$ cat config.mk
export PLATFORM = sky130hd
export DESIGN_NAME = hazard_controller
export DESIGN_NICKNAME = d
export VERILOG_FILES = /design/src/rtl/hazard_controller.sv
export SDC_FILE = /design/constraint.sdc
export NUM_CORES = 1
export LEC_CHECK = 0
export CAP_MARGIN = 20
export CORE_ASPECT_RATIO = 1.4
export CORE_UTILIZATION = 42
export CTS_CLUSTER_DIAMETER = 60
export DETAILED_ROUTE_END_ITERATION = 8
export PLACE_DENSITY = 0.78
export SYNTH_ARGS = -nofsm -noshare
export SYNTH_HDL_FRONTEND = slang
export SYNTH_SLANG_ARGS = --single-unit
$ cat constraint.sdc
create_clock -name clk -period 4.6 [get_ports clk]
set_input_delay 1.38 -clock clk [delete_from_list [all_inputs] [get_ports clk]]
set_output_delay 1.38 -clock clk [all_outputs]
set_load 0.02 [all_outputs]
$ cat src/rtl/hazard_controller.sv
// Pipeline hazard controller: detects RAW hazards against in-flight destination
// registers and opens a squash window after a taken jump, with stall/squash counters.
module hazard_controller #(
  parameter int DEPTH         = 3,
  parameter int WB_FORWARD    = 0,
  parameter int SQUASH_CYCLES = 2,
  parameter int CNT_W         = 32
) (
  input  logic             clk,
  input  logic             rst,
  input  logic [4:0]       a0,
  input  logic [4:0]       a1,
  input  logic [4:0]       a2_hazard,
  input  logic             jmp_taken,
  output logic             stall,
  output logic             squash,
  output logic [CNT_W-1:0] stall_cycles,
  output logic [CNT_W-1:0] squash_events
);

  localparam int MATCH_N = DEPTH - WB_FORWARD;
  localparam int SQ_W    = (SQUASH_CYCLES > 1) ? $clog2(SQUASH_CYCLES) : 1;

  localparam logic [SQ_W-1:0]  SQ_RELOAD = SQ_W'(SQUASH_CYCLES - 1);
  localparam logic [SQ_W-1:0]  SQ_ONE    = SQ_W'(1);
  localparam logic [CNT_W-1:0] CNT_ONE   = CNT_W'(1);

  logic [4:0]      sb [DEPTH];
  logic [SQ_W-1:0] sq_cnt;
  logic            hit0;
  logic            hit1;

  // When the register file writes before it reads, the oldest slot is already visible.
  always_comb begin
    hit0 = 1'b0;
    hit1 = 1'b0;
    for (int i = 0; i < MATCH_N; i++) begin
      if ((a0 != 5'd0) && (a0 == sb[i])) hit0 = 1'b1;
      if ((a1 != 5'd0) && (a1 == sb[i])) hit1 = 1'b1;
    end
  end

  assign squash = ~rst & (jmp_taken | (sq_cnt != '0));
  assign stall  = ~rst & ~squash & (hit0 | hit1);

  always_ff @(posedge clk) begin
    if (rst) begin
      for (int i = 0; i < DEPTH; i++) sb[i] <= 5'd0;
      sq_cnt        <= '0;
      stall_cycles  <= '0;
      squash_events <= '0;
    end else begin
      // Bubbles and killed instructions never produce a result, so they enter as empty slots.
      sb[0] <= (stall | squash) ? 5'd0 : a2_hazard;
      for (int i = 1; i < DEPTH; i++) sb[i] <= sb[i-1];

      if (jmp_taken)
        sq_cnt <= SQ_RELOAD;
      else if (sq_cnt != '0)
        sq_cnt <= sq_cnt - SQ_ONE;

      if (stall && (stall_cycles != '1))
        stall_cycles <= stall_cycles + CNT_ONE;
      if (jmp_taken && (squash_events != '1))
        squash_events <= squash_events + CNT_ONE;
    end
  end

endmodule

==> results.toml, run 1 <==
[floorplan]
dieArea_mm2 = 0.0100
top_level_ports = 84
fp.dieH_um = 118
fp.dieW_um = 84.9
start_util_pct = 43.0
row_count = 42
core_area_mm2 = 0.00941

[sta]
grt_setup_unrepaired = "no"
fin_crit_sh_pct = 98.6
holdWs_ns = 0.500
fmax_mhz = 220
finalCriticalPeriod_ns = 4.54
clock_skew_ns = 0.00824
worstMarginPinSlew_ns = 0.763
hold_violations = 0
finalSetupViolCount = 0
slew_headroom_pct = 48.9
slew_viol_final = 0

[pwr]
p_int_mw = 1.19
clkPwrFrac_pct = 46.6
power.density_mw_per_mm2 = 290
leakagePower_nw = 1.87
switching_share_pct = 22.7
p_comb_share_pct = 7.6
p_total_mw = 1.54
vdd_drop_max_uv = 182
seqPwrFrac_pct = 45.8
p_sw_mw = 0.350

[cells_and_area]
final_nets = 571
nFillCells = 853
insertedDiodeCount = 0
finalInstanceArea_mm2 = 0.00533
layout_commonest_cell = "dfxtp_1"
area_growth_pct = 31.8
drive_gt1_share_pct = 9.35
final_cell_mix = "80 x dfxtp_1, 73 x clkdlybuf4s50_1, 41 x nor2_1"
layoutNonFillerInstCount = 666

[placement]
dp_cells = 650
gp_congestion = 0.906
dp_hpwl_um = 7040
portBuffers = 83
placed_cell_area_mm2 = 0.00498

[critical_path]
path_common_cell = "nor2_4"
cp_cell_sequence = "clkdlybuf4s50_1, or4_4, nor2_4, nor4_1, nor3_1, and2_4, nor2_4, buf_6"
startpoint_type = "input pin"
worstPathMaxFanout = 3
reg2regPathDepth = 8
max_stage_delay_ns = 0.43
cp_data_arrival_time_ns = 3.16
crit_required_ns = 3.22
endpoint_kind = "primary output"
cp_slowest_cell = "or4_4"
worstSetupPathType = "input pin to primary output"

[clock_network]
numCtsBuffers = 9
holdBufCountCts = 0
clkSinkCount = 80
cts-htree-levels = 3
cts_tree = "yes"
clk_latency_ns = 0.33
cts_root_buf = "clkbuf_16"
cts_max_path_buffers = 2
clkSlewWorstSetupHoldPaths_ns = 0.06

[synthesis]
yosysSeqAreaShare_pct = 39.6
postSynthAreaPerCell_um2 = 8.75
synth_seq_cells = 80
ys.flop_type = "dfxtp_1"
synth-edff-count = 0
netlist_area_mm2 = 0.00404
synthCells = 462
synth_fp_nets = 482
async_reset_ff_share_pct = 0
ys_types = 51
yosys_warnings = 0

[grt]
grt_pass1_wl_um = 16800
grt_pass1_vias = 3702
grt_usage_pct = 20.9
grt_overflow = 0
antenna_found_initial = 0
grt_max_degree = 74

[routing]
ant_nets = 0
drtPass1Iterations = 9
wl_per_cell_um = 15.0
first_iter_violations = 186
vias_per_cell = 5.70
drc = 5
finalWirelength_um = 10000
vias = 3796

[min_path]
min_path_type = "flip-flop to flip-flop"
hold_depth = 2

[outcome]
status = "complete, but fails checks"
violations = "DRC"

[run]
drv_cap = 0
-- path summary, 6_finish.rpt --
| check | start | to | slack (ns) |
|---|---|---|---|
| worst min-delay path | stall_cycles[26] | stall_cycles[26] | 0.50 |
| worst max register to register | stall_cycles[0] | stall_cycles[20] | 1.81 |
| worst max-delay path | a0[1] | stall | 0.06 |
| worst min register to register | stall_cycles[26] | stall_cycles[26] | 0.50 |
-- Yosys cell counts (6+ instances only) --
cell,n,area (µm²)
and4_1,7,61.3
nor2b_1,12,75.1
xnor2_1,24,210
nor3_1,6,30.0
nand2_1,24,90.1
nand3_1,37,185
o31ai_1,18,135
xor2_1,33,289
dfxtp_1,80,1600
a21oi_1,30,150
inv_1,6,22.5
or3_1,6,37.5
nor4_1,8,50.1
or4_1,20,150
clkbuf_1,9,33.8
nand4_1,18,113
nor2_1,42,158
o21ai_0,7,35.0
buf_6,6,67.6
and3_1,18,113
-- sequential cells by signal, indices dropped and copies added, names as in the netlist --
signal	count
sb	15
sq_cnt	1
stall_cycles	32
squash_events	32
-- repair_timing --
item | 4_1_cts | 5_1_grt
pin swaps | 6 | 5
setup endpoints to repair | 1 | 1
setup buffers | 0 | 0
cloned | 0 | 0
resized for setup | 13 | 8
-- power groups by stage --
stage                     logic [mW]  clock network [mW]  registers [mW]
after floorplan               0.0769                   0           0.723
after global placement         0.113                   0           0.722
after detailed placement       0.116                   0           0.722
after CTS                      0.117               0.735           0.707
after global routing           0.129               0.766           0.707
final                          0.118               0.720           0.707
-- final cells by class --
cell class | count | area (µm²) | share of cell area, %
inverters | 6 | 22.5 | 0.423
clock buffers | 11 | 253 | 4.75
repair buffers | 99 | 952 | 17.9
clock inverters | 5 | 55.1 | 1.03
flip-flops and latches | 80 | 1600 | 30.1
well taps | 110 | 138 | 2.58
multi-input cells | 355 | 2300 | 43.3
-- kinds of logic after synthesis --
family	share of synthesized area, %
XOR/XNOR	12.3
adder cells (fa/ha/maj)	0.619
buffers and inverters	4.05
AO/OA/AOI/OAI	12.3
AND/OR/NAND/NOR	30.4
multiplexers	0.619
flip-flops	39.6
-- per-layer routing --
metal  track usage, %  share of wire, %
met5                0                 0
met4             10.3               2.0
met3             5.40               4.5
met2             38.0                53
met1             21.9                40
-- critical path, delay by kind of cell --
family | cells | cell delay [ns]
and+or+nand+nor | 6 | 1.23
buffers and inverters | 2 | 0.55
-- stage by stage --
step / worst slack [ns] / setup TNS [ns] / utilization, %
after floorplan: 0.335 / 0 / -
after global placement: -0.448 / -0.448 / 53.0
after detailed placement: -0.492 / -0.492 / 53.0
after CTS: 0.00878 / 0 / 56.3
after global routing: 0.00744 / 0 / 56.6
final: 0.0636 / 0 / 56.6
Power figures use the tool's default switching activity.
==> run 2: changes to the inputs <==
CORE_UTILIZATION = 51   (was 42)
PLACE_DENSITY = 0.81   (was 0.78)
==> run 2 against run 1 <==
Effect of this change: highest routed layer unchanged; global-route usage grew 3.6 points; power shrank 17%; the flow now finishes without violations; sequential power is essentially flat.
==> results.toml, run 2 (synthesis gave the netlist of run 1 again) <==
[outcome]
status = "finished clean"

[floorplan]
dieArea_mm2 = 0.00829
row_count = 38
top_level_ports = 84
core_area_mm2 = 0.00770
fp.dieH_um = 107
start_util_pct = 52.5
fp.dieW_um = 77.2

[routing]
wl_per_cell_um = 15.1
drtPass1Iterations = 4
finalWirelength_um = 9880
first_iter_violations = 218
drc = 0
vias = 3798
ant_nets = 0
vias_per_cell = 5.81

[sta]
slew_viol_final = 0
finalSetupViolCount = 0
clock_skew_ns = 0.00856
fin_crit_sh_pct = 97.7
worstMarginPinSlew_ns = 0.753
tns_ns = 0
grt_setup_unrepaired = "no"
holdWs_ns = 0.509
hold_violations = 0
layout_setup_ws_ns = 0.105
slew_headroom_pct = 49.8
fmax_mhz = 222
finalCriticalPeriod_ns = 4.50

[cells_and_area]
layoutNonFillerInstCount = 654
drive_gt1_share_pct = 8.84
finalInstanceArea_mm2 = 0.00517
largest_registers = "squash_events (32), stall_cycles (32), sb (15)"
final_core_utilization_pct = 67.2
area_growth_pct = 28.0
layout_commonest_cell = "dfxtp_1"
final_nets = 571
insertedDiodeCount = 0
final_cell_mix = "80 x dfxtp_1, 74 x clkdlybuf4s50_1, 41 x nor2_1"

[placement]
dp_cells = 640
gp_congestion = 0.882
dp_hpwl_um = 7170
portBuffers = 83
placed_cell_area_mm2 = 0.00497
dpl_worst_slack_ns = -0.459

[min_path]
min_path_type = "flip-flop to flip-flop"

[clock_network]
cts-htree-levels = 3
clkSinkCount = 80
clkSlewWorstSetupHoldPaths_ns = 0.07
cts_root_buf = "clkbuf_8"
clk_latency_ns = 0.35
cts_max_path_buffers = 2
cts_tree = "yes"
numCtsBuffers = 9
cts_setup_buffers = 0

[critical_path]
endpoint_kind = "primary output"
worstSetupPathType = "input pin to primary output"
critPathBufInv = 3
startpoint_type = "input pin"
crit_required_ns = 3.22
max_stage_delay_ns = 0.42
cp_slowest_cell = "clkdlybuf4s50_1"
regToRegSetupSlack_ns = 1.81
cp_data_arrival_time_ns = 3.12
crit_family = "simple AND/OR/NAND/NOR gates"
worstPathMaxFanout = 3
cp_cell_sequence = "clkdlybuf4s50_1, buf_4, xnor2_1, nand3_1, nor4_2, nor3_1, and2_4, nor2_2, buf_6"

[grt]
antenna_found_initial = 0
grt_usage_pct = 24.5
grt_overflow = 0
grt_pass1_wl_um = 16200
grt_pass1_vias = 3585
grt_max_degree = 74

[pwr]
p_total_mw = 1.29
vdd_drop_max_uv = 248
power.density_mw_per_mm2 = 249
leakagePower_nw = 1.80

[run]
drv_cap = 0
run 2: routing by layer:
| layer | vias to the layer above | global-route usage (%) | routed length, µm |
|---|---|---|---|
| met5 | - | 0 | 0 |
| met4 | 0 | 10.8 | 169 |
| met3 | 16 | 6.02 | 457 |
| met2 | 92 | 45.6 | 5240 |
| met1 | 1813 | 25.7 | 4010 |
| li1 | 1877 | - | - |
run 2: timing repair:
action                                  CTS  global route
hold buffers                              0             0
gates resized for setup                  17             3
pin swaps                                 7             3
endpoints found under the setup margin    1             1
run 2: worst register-to-register path, stage by stage, from the launching register on:
cell	delay, ns
dfxtp_1	0.45
ha_1	0.25
inv_1	0.12
nor4_4	0.44
nand3_1	0.22
or2_4	0.30
nand2_2	0.47
nor4_2	0.12
mux2_4	0.31
run 2: report_power, final:
| group | internal [mW] | leakage (nW) | total [mW] | switching (mW) |
|---|---|---|---|---|
| sequential | 0.698 | 0.646 | 0.706 | 0.00745 |
| combinational | 0.0476 | 1.06 | 0.117 | 0.0692 |
| clock | 0.235 | 0.0886 | 0.466 | 0.231 |
| total | 0.981 | 1.80 | 1.29 | 0.308 |
run 2: final cells by class:
class                           count  area (µm²)
Clock buffer                       14         173
Fill cell                         667        2530
Inverter                            6        22.5
Multi-Input combinational cell    355        2310
Sequential cell                    80        1600
Tap cell                          100         125
Timing Repair Buffer               99         946
run 2: worst paths after layout:
kind               startpoint  cells past startpoint                to
max                     a0[2]                      9             stall
min reg2reg  stall_cycles[16]                      2  stall_cycles[16]
min          stall_cycles[16]                      2  stall_cycles[16]
max reg2reg   stall_cycles[0]                      8  stall_cycles[20]
